<file path="config.mk">
export PLATFORM = sky130hd
export DESIGN_NAME = hazard_ctrl
export DESIGN_NICKNAME = d
export VERILOG_FILES = /design/src/rtl/hazard_ctrl_pkg.sv /design/src/rtl/hazard_sb_entry.sv /design/src/rtl/hazard_ctrl.sv
export SDC_FILE = /design/constraint.sdc
export NUM_CORES = 1
export LEC_CHECK = 0
export CORE_MARGIN = 3
export CORE_UTILIZATION = 38
export DETAILED_ROUTE_END_ITERATION = 8
export GPL_TIMING_DRIVEN = 0
export PLACE_DENSITY_LB_ADDON = 0.05
export SLEW_MARGIN = 20
export SYNTH_ARGS = -nofsm -noshare
export SYNTH_HDL_FRONTEND = slang
export SYNTH_SLANG_ARGS = --single-unit
</file>
<file path="constraint.sdc">
create_clock -name clk -period 6.2 [get_ports clk]
set_clock_uncertainty 0.05 [all_clocks]
set_input_delay 1.24 -clock clk [delete_from_list [all_inputs] [get_ports clk]]
set_output_delay 1.24 -clock clk [all_outputs]
set_load 0.01 [all_outputs]
</file>
<file path="src/rtl/hazard_ctrl_pkg.sv">
// Shared constants for the hazard/forwarding controller: default pipeline
// geometry, the register-file forward code and the forward-select width.
package hazard_ctrl_pkg;

  localparam int DEF_PIPE_DEPTH  = 3;
  localparam int DEF_ALU_RDY     = 1;
  localparam int DEF_LOAD_RDY    = 2;
  localparam int FWD_SRC_REGFILE = 0;

  // Select codes 0..pipe_depth: 0 = register file, k = stage k.
  function automatic int sel_w(input int pipe_depth);
    return $clog2(pipe_depth + 1);
  endfunction

endpackage

</file>
<file path="src/rtl/hazard_sb_entry.sv">
// One scoreboard stage: a registered {valid, dst, is_load} writer record.
// It also compares that record against both ID source operands and reports readiness.
module hazard_sb_entry #(
  parameter int ADDR_W   = 5,
  parameter int STAGE    = 1,
  parameter int RDY_ALU  = 1,
  parameter int RDY_LOAD = 2
) (
  input  logic              clk,
  input  logic              rst_n,
  input  logic              i_adv,
  input  logic              i_valid,
  input  logic [ADDR_W-1:0] i_dst,
  input  logic              i_is_load,
  input  logic [ADDR_W-1:0] i_rs,
  input  logic              i_rs_used,
  input  logic [ADDR_W-1:0] i_rt,
  input  logic              i_rt_used,
  output logic              o_valid,
  output logic [ADDR_W-1:0] o_dst,
  output logic              o_is_load,
  output logic              o_rs_match,
  output logic              o_rt_match,
  output logic              o_ready
);

  logic              r_valid;
  logic [ADDR_W-1:0] r_dst;
  logic              r_is_load;

  always_ff @(posedge clk or negedge rst_n) begin
    if (!rst_n) begin
      r_valid   <= 1'b0;
      r_dst     <= '0;
      r_is_load <= 1'b0;
    end else if (i_adv) begin
      r_valid   <= i_valid;
      r_dst     <= i_dst;
      r_is_load <= i_is_load;
    end
  end

  // Register 0 is hard-wired, so it can never be a real dependency.
  assign o_rs_match = i_rs_used & r_valid & (r_dst == i_rs) & (i_rs != '0);
  assign o_rt_match = i_rt_used & r_valid & (r_dst == i_rt) & (i_rt != '0);
  assign o_ready    = r_is_load ? (STAGE >= RDY_LOAD) : (STAGE >= RDY_ALU);

  assign o_valid   = r_valid;
  assign o_dst     = r_dst;
  assign o_is_load = r_is_load;

endmodule

</file>
<file path="src/rtl/hazard_ctrl.sv">
// Hazard and forwarding controller beside the ID stage: youngest-match priority over
// the writer scoreboard, stall/bubble/flush/freeze generation and a hazard-stall counter.
module hazard_ctrl
  import hazard_ctrl_pkg::*;
#(
  parameter int  PIPE_DEPTH = DEF_PIPE_DEPTH,
  parameter int  ADDR_W     = 5,
  parameter int  FWD_EN     = 1,
  parameter int  ALU_RDY    = DEF_ALU_RDY,
  parameter int  LOAD_RDY   = DEF_LOAD_RDY,
  parameter int  CNT_W      = 32,
  localparam int SEL_W      = sel_w(PIPE_DEPTH)
) (
  input  logic              clk,
  input  logic              rst,
  input  logic              id_valid_i,
  input  logic [ADDR_W-1:0] id_rs_i,
  input  logic              id_rs_used_i,
  input  logic [ADDR_W-1:0] id_rt_i,
  input  logic              id_rt_used_i,
  input  logic              id_we_i,
  input  logic [ADDR_W-1:0] id_dst_i,
  input  logic              id_is_load_i,
  input  logic              branch_taken_i,
  input  logic              ext_stall_i,
  input  logic              clr_cnt_i,
  output logic              stall_o,
  output logic              bubble_o,
  output logic              flush_o,
  output logic              freeze_o,
  output logic [SEL_W-1:0]  fwd_rs_o,
  output logic [SEL_W-1:0]  fwd_rt_o,
  output logic [CNT_W-1:0]  hazard_cnt_o
);

  // Without forwarding nothing becomes ready while it is still tracked.
  localparam int RDY_ALU_EFF  = (FWD_EN != 0) ? ALU_RDY  : PIPE_DEPTH + 1;
  localparam int RDY_LOAD_EFF = (FWD_EN != 0) ? LOAD_RDY : PIPE_DEPTH + 1;

  if (!(ALU_RDY <= LOAD_RDY && LOAD_RDY <= PIPE_DEPTH)) begin : g_bad_cfg
    $error("hazard_ctrl: illegal ALU_RDY/LOAD_RDY/PIPE_DEPTH combination");
  end

  // Index 0 is the ID-stage candidate; 1..PIPE_DEPTH are the tracked stages.
  logic [PIPE_DEPTH:0] w_valid;
  logic [PIPE_DEPTH:0] w_is_load;
  logic [ADDR_W-1:0]   w_dst [0:PIPE_DEPTH];
  logic [PIPE_DEPTH:1] w_rs_match;
  logic [PIPE_DEPTH:1] w_rt_match;
  logic [PIPE_DEPTH:1] w_ready;

  logic             w_adv;
  logic             w_hazard;
  logic             w_rs_hit, w_rs_rdy, w_rt_hit, w_rt_rdy;
  logic [SEL_W-1:0] w_rs_sel, w_rt_sel;
  logic [CNT_W-1:0] r_cnt;
  logic             w_unused_tail;

  assign w_adv        = ~ext_stall_i;
  assign w_valid[0]   = id_valid_i & ~w_hazard & id_we_i & (id_dst_i != '0);
  assign w_dst[0]     = id_dst_i;
  assign w_is_load[0] = id_is_load_i;

  for (genvar k = 1; k <= PIPE_DEPTH; k++) begin : g_sb
    hazard_sb_entry #(
      .ADDR_W  (ADDR_W),
      .STAGE   (k),
      .RDY_ALU (RDY_ALU_EFF),
      .RDY_LOAD(RDY_LOAD_EFF)
    ) u_entry (
      .clk       (clk),
      .rst_n     (rst),
      .i_adv     (w_adv),
      .i_valid   (w_valid[k-1]),
      .i_dst     (w_dst[k-1]),
      .i_is_load (w_is_load[k-1]),
      .i_rs      (id_rs_i),
      .i_rs_used (id_rs_used_i),
      .i_rt      (id_rt_i),
      .i_rt_used (id_rt_used_i),
      .o_valid   (w_valid[k]),
      .o_dst     (w_dst[k]),
      .o_is_load (w_is_load[k]),
      .o_rs_match(w_rs_match[k]),
      .o_rt_match(w_rt_match[k]),
      .o_ready   (w_ready[k])
    );
  end

  // The last stage's record only retires.
  assign w_unused_tail = ^{w_valid[PIPE_DEPTH], w_dst[PIPE_DEPTH], w_is_load[PIPE_DEPTH]};

  // Scan oldest to youngest so the youngest match is the last one written.
  always_comb begin
    w_rs_hit = 1'b0;
    w_rs_rdy = 1'b0;
    w_rs_sel = SEL_W'(FWD_SRC_REGFILE);
    w_rt_hit = 1'b0;
    w_rt_rdy = 1'b0;
    w_rt_sel = SEL_W'(FWD_SRC_REGFILE);
    for (int k = PIPE_DEPTH; k >= 1; k--) begin
      if (w_rs_match[k]) begin
        w_rs_hit = 1'b1;
        w_rs_rdy = w_ready[k];
        w_rs_sel = SEL_W'(k);
      end
      if (w_rt_match[k]) begin
        w_rt_hit = 1'b1;
        w_rt_rdy = w_ready[k];
        w_rt_sel = SEL_W'(k);
      end
    end
  end

  assign w_hazard = id_valid_i & ((w_rs_hit & ~w_rs_rdy) | (w_rt_hit & ~w_rt_rdy));

  assign freeze_o = ext_stall_i;
  assign stall_o  = freeze_o | w_hazard;
  assign bubble_o = w_hazard & ~freeze_o;
  assign flush_o  = branch_taken_i & ~stall_o;

  assign fwd_rs_o = (FWD_EN != 0 && w_rs_hit && w_rs_rdy) ? w_rs_sel : SEL_W'(FWD_SRC_REGFILE);
  assign fwd_rt_o = (FWD_EN != 0 && w_rt_hit && w_rt_rdy) ? w_rt_sel : SEL_W'(FWD_SRC_REGFILE);

  // bubble_o is already low during a freeze, so frozen cycles are never counted.
  always_ff @(posedge clk or negedge rst) begin
    if (!rst) begin
      r_cnt <= '0;
    end else if (clr_cnt_i) begin
      r_cnt <= '0;
    end else if (bubble_o && (r_cnt != {CNT_W{1'b1}})) begin
      r_cnt <= r_cnt + CNT_W'(1);
    end
  end

  assign hazard_cnt_o = r_cnt;

endmodule

</file>
; ---- Yosys cells after proc, flatten, opt, wreduce, memory -nomap -nowiden
; Index checks and enable logic that the tools add are counted.
[word_totals]
regBits = 51
inputBits = 25
[op_classes]
addsub = 1
n_eq_ne = 7
muxes = 19
bitwise_logic = 33
n_reduce_logical = 7
[op_table]
columns = cell, count
row1 = two-way mux 32 bit, 2
row2 = "adder 32 x 1 -> 32 bit, second input constant", 1
row3 = "!= test 32 bit, second input constant", 1
row4 = equality test 5 bit, 6
row5 = bitwise AND 1 bit, 26
row6 = two-way mux 2 bit, 8
row7 = nonzero test 5 bit, 3
row8 = two-way mux 1 bit, 9
row9 = inverter 1 bit, 5
row10 = logical AND 1 bit, 3
row11 = bitwise OR 1 bit, 2
row12 = nonzero test 2 bit, 1

; ---- Logic depth before layout (Yosys ltp)
[depth]
word_depth = 14
ltp_mapped = 9
depth_no_buf = 7

; ---- Modules after synthesis
; A second synthesis with hierarchy kept.
[unflattened]
cells_unflattened = 355
area_unflattened_um2 = 3375.7
[modules_own_cells]
columns = module, n_inst, cells_each, area_each_um2
row1 = hazard_ctrl, 1, 244, 2128.3
row2 = hazard_sb_entry at g_sb[2].u_entry ..., 2, 37, 419.2
row3 = hazard_sb_entry at g_sb[1].u_entry, 1, 37, 409.1

; ---- Least setup slack after synthesis
; No wires, ideal clock.
[synth_path]
path_kind = in2out
start = input port id_rt_i[1]
end = output port bubble_o
t_arrival_ns = 2.738
required_time_ns = 4.910
path_slack_ns = 2.172
cell_stages = 7
path_buffers = 2
cell_sequence = or4_1 -> o21ai_1 -> nand4b_2 -> a21o_1 -> buf_4 -> buf_4 -> inv_2
[synth_via]
elab_chain_cells = 11
[synth_rtl]
columns = element, line_no
row1 = "start, declared", hazard_ctrl.sv:19  ; input logic [ADDR_W-1:0] id_rt_i,
row2 = equality test 5 bit, hazard_sb_entry.sv:45  ; assign o_rt_match = i_rt_used & r_valid & (r_dst == i_rt) & (i_rt != '0);
row3 = bitwise AND 1 bit (2 in a row), hazard_sb_entry.sv:45
row4 = two-way mux 1 bit (3 in a row), hazard_ctrl.sv:107  ; if (w_rt_match[k]) begin
row5 = inverter 1 bit, hazard_ctrl.sv:115  ; assign w_hazard = id_valid_i & ((w_rs_hit & ~w_rs_rdy) | (w_rt_hit & ~w_rt_rdy));
row6 = bitwise AND 1 bit (*), hazard_ctrl.sv:115
row7 = bitwise OR 1 bit (*), hazard_ctrl.sv:115
row8 = bitwise AND 1 bit (*), hazard_ctrl.sv:115
row9 = bitwise AND 1 bit (*), hazard_ctrl.sv:119  ; assign bubble_o = w_hazard & ~freeze_o;
row10 = "end, declared", hazard_ctrl.sv:28  ; output logic bubble_o,
; Every way passes the cells marked *; elsewhere a longest branch is shown, timed or not.

; ---- Final worst setup path
[layout_path]
start = input port id_rt_i[2]
end = output port bubble_o
; The elaborated chain is that of the path after synthesis.

==> results by group <==
Global route
  – Largest net degree at the start of global routing: 52
  – All-Layer GR Usage: 18.7%
  – Gr ovfl total: 0
  – Initial antenna violation count: 0
  – Number of global-route vias before repair: 2632
  – Global-route wire length before repair: 13300 um

Die
  – FP Rows: 32
  – Core area: 0.00777 mm^2
  – Initial core utilization: between 30% and 40%
  – IO Count: 65
  – Die Span X: 95.8 um
  – Die H: 95.8 um
  – Die ar.: 0.00917 mm^2

Synthesis
  – Post-synth ARST share: 100%
  – Sequential area share after synthesis: 41.7%
  – YS warnings: 0
  – Area leader, netlist: dfrtp_1
  – Share of the synthesized area in the top cell type: 41.7%
  – Yosys reg bits: slightly above 50
  – Commonest cells post-synth: dfrtp_1 (51), a21oi_1 (31), xor2_1 (20)
  – Cell count after synthesis: about 310
  – Syn_area_per_cell: about 9.8 um^2
  – Post-synth net total: 340
  – Count leader, synth: dfrtp_1
  – Number of library cell types mapped by synthesis: between 40 and 50
  – Main synth FF type: dfrtp_1
  – Synthesized area: 0.00306 mm^2
  – Synth area leaders: dfrtp_1 (42%), mux2_2 (6.6%), xor2_1 (5.7%)
  – Post-synth EDFFs: 0

Cells and area
  – Antenna cells: 0
  – Area of the multi-input gates: 0.00170 mm^2
  – Register area: 0.00128 mm^2
  – Ratio of cells with drive above 1 in the final layout: 10.6%
  – Area Overhead vs Synth: 28.5%
  – Nets: 410
  – Final core occ: 50.7%
  – Final Cell Area: 0.00394 mm^2
  – Fillcell total: 766

Power
  – Leakage: 1.44 nW
  – Pint: 0.000534 W
  – Pwr per Cell Area: 181 mW/mm^2
  – Clock power frac: approximately 34%
  – Peak VDD IR: 0.0990 mV
  – Logic pwr share: a little over an eighth
  – Net Sw Power: ~0.00018 W
  – Reg power frac: 52.5%
  – Pwr Total: 0.000711 W
  – Fraction of power spent switching nets: 24.9%

Clocking
  – Root Driver: clkbuf_8
  – Clock latency on the worst-skew pair: 0.31 ns
  – # Post-CTS Setup Buffers: 0
  – Cts-stage hold buffer count: 0
  – H-tree Lvls: 2
  – CTS tree: built
  – Clk pin slew, worst setup/hold paths: 0.09 ns
  – Sinks on Clock Net: 51
  – Total CTS buffers: 5
  – Post-cts gate resize count: 0
  – Clock buffer depth: 2

Worst hold path
  – HP Class: flop to flop

STA
  – Period utilization: 88.1%
  – Fmax: 183 MHz
  – Setup violations, final: 0
  – Worst relative slew slack: 39.8%
  – Slew @ Worst Pin: 0.896 ns
  – Fin. max-slew vios: 0
  – Post-route setup TNS: 0 ns
  – Fin crit period: 5.46 ns
  – RSZ-0062 raised after global routing: no
  – Final Hold Fails: 0

Route
  – Via-per-instance ratio: 5.72
  – Via count: 2788
  – WL final: a little over 8000 um
  – Final ANT Viol Nets: 0
  – DRC: 0
  – Routed length per placed instance: 17.0 um
  – First DRT Iteration DRCs: 130
  – Pre-Repair DR Iteration Count: 5

Run
  – Max-cap viol count: 0

Critical path
  – Peak fanout along the critical path: 10
  – Crit end category: output pin
  – Crit path launch type: primary input
  – Worst EP arrival: 4.17 ns
  – Crit path kind: primary input to output pin
  – CP required: 4.91 ns

Placed design
  – Placer Congestion: 0.916
  – Placed cell areas: approximately 0.0038 mm^2
  – Port bufs: 63
  – Post-DP HPWL: approximately 6100 um

Status
  – Outcome: completed
## power by group through the flow
stage | clock network, W | logic, W | registers [W]
3_5_place_dp | 0 | 0.0000971 | 0.000381
3_3_place_gp | 0 | 0.0000956 | 0.000380
6_report | 0.000242 | 0.0000954 | 0.000373
5_1_grt | 0.000263 | 0.000106 | 0.000377
4_1_cts | 0.000254 | 0.0000972 | 0.000374
2_1_floorplan | 0 | 0.0000588 | 0.000373
## through the flow
step                      hold WS (ns)  std cells  setup slack (ns)
after floorplan                  0.451        314              2.17
after global placement           0.496        479             0.743
after detailed placement         0.502        479             0.726
after CTS                        0.527        487             0.725
after global routing             0.547        487             0.569
final                            0.522        487             0.740
## worst paths after layout
check | from | to | slack, ns | cells past startpoint
max | id_rt_i[2] | bubble_o | 0.74 | 9
max reg2reg | hazard_cnt_o[0]$_DFFE_PN0P_ | hazard_cnt_o[15]$_DFFE_PN0P_ | 3.36 | 7
max in group asynchronous | rst | hazard_cnt_o[5]$_DFFE_PN0P_ | 4.74 | 1
min in group asynchronous | rst | hazard_cnt_o[18]$_DFFE_PN0P_ | 0.91 | 1
min | g_sb[3].u_entry.o_valid$_DFFE_PN0N_ | g_sb[3].u_entry.o_valid$_DFFE_PN0N_ | 0.52 | 1
min reg2reg | g_sb[3].u_entry.o_valid$_DFFE_PN0N_ | g_sb[3].u_entry.o_valid$_DFFE_PN0N_ | 0.52 | 1
## area by class of cell
type                    instances  area share, %
flip-flops and latches         51           32.4
inverters                       2          0.191
clock buffers                   6           2.10
plain buffers                  15           1.94
multi-input cells             246           43.3
well taps                     102           3.24
repair buffers                 63           16.0
clock inverters                 2          0.890
## logic make-up (layout without fill, tap and decap cells)
kind of cell | count (synthesis) | in the layout | synth area share, %
AOI/OAI and AO/OA | 76 | 76 | 14.9
DFF | 51 | 51 | 41.7
buffers and inverters | 17 | 88 | 2.74
muxes | 19 | 19 | 6.99
adders and majority gates | 1 | 1 | 0.408
xor gates and xnor gates | 30 | 30 | 8.58
and+or+nand+nor | 120 | 120 | 24.8
## placed cells by master (no fill, tap or decap), types with 2 or more instances in the layout
master	count
clkdlybuf4s50_1	62
dfrtp_1	51
a21oi_1	31
xor2_1	20
o21ai_0	18
mux2_2	18
nand3_1	16
nand2_1	15
or3_1	15
or4_1	13
nand4_1	13
xnor2_1	10
nor2_1	10
o31ai_1	9
clkbuf_1	7
clkbuf_8	6
nor4_1	5
and3_1	5
or4b_1	5
buf_4	4
and4_1	4
o41ai_1	4
nor4_2	3
nor3_1	3
buf_1	3
and2_1	3
o21ai_1	2
nand4b_2	2
o211ai_1	2
nand3b_1	2
a21o_1	2
a211oi_1	2
## worst max-delay path: stages
cell and delay, ns:
clkdlybuf4s50_1 0.52, or4_1 0.53, o21ai_1 0.28, nand4b_2 0.28
a21o_1 0.33, buf_4 0.24, buf_4 0.21, inv_2 0.07
clkdlybuf4s50_1 0.47
## sequential cells by signal, summed over array words and instances (netlist names)
register                count
g_sb.u_entry.o_valid        3
hazard_cnt_o               32
g_sb.u_entry.o_is_load      1
g_sb.u_entry.o_dst         15
## layer usage
layer	track usage (%)	up-vias	part of all wire (%)
met2	32.7	87	50
met3	2.74	5	4.7
met1	24.4	1351	44
met4	3.91	0	0.62
met5	0	-	0
li1	-	1345	-
(Power assumes the default switching activity.)
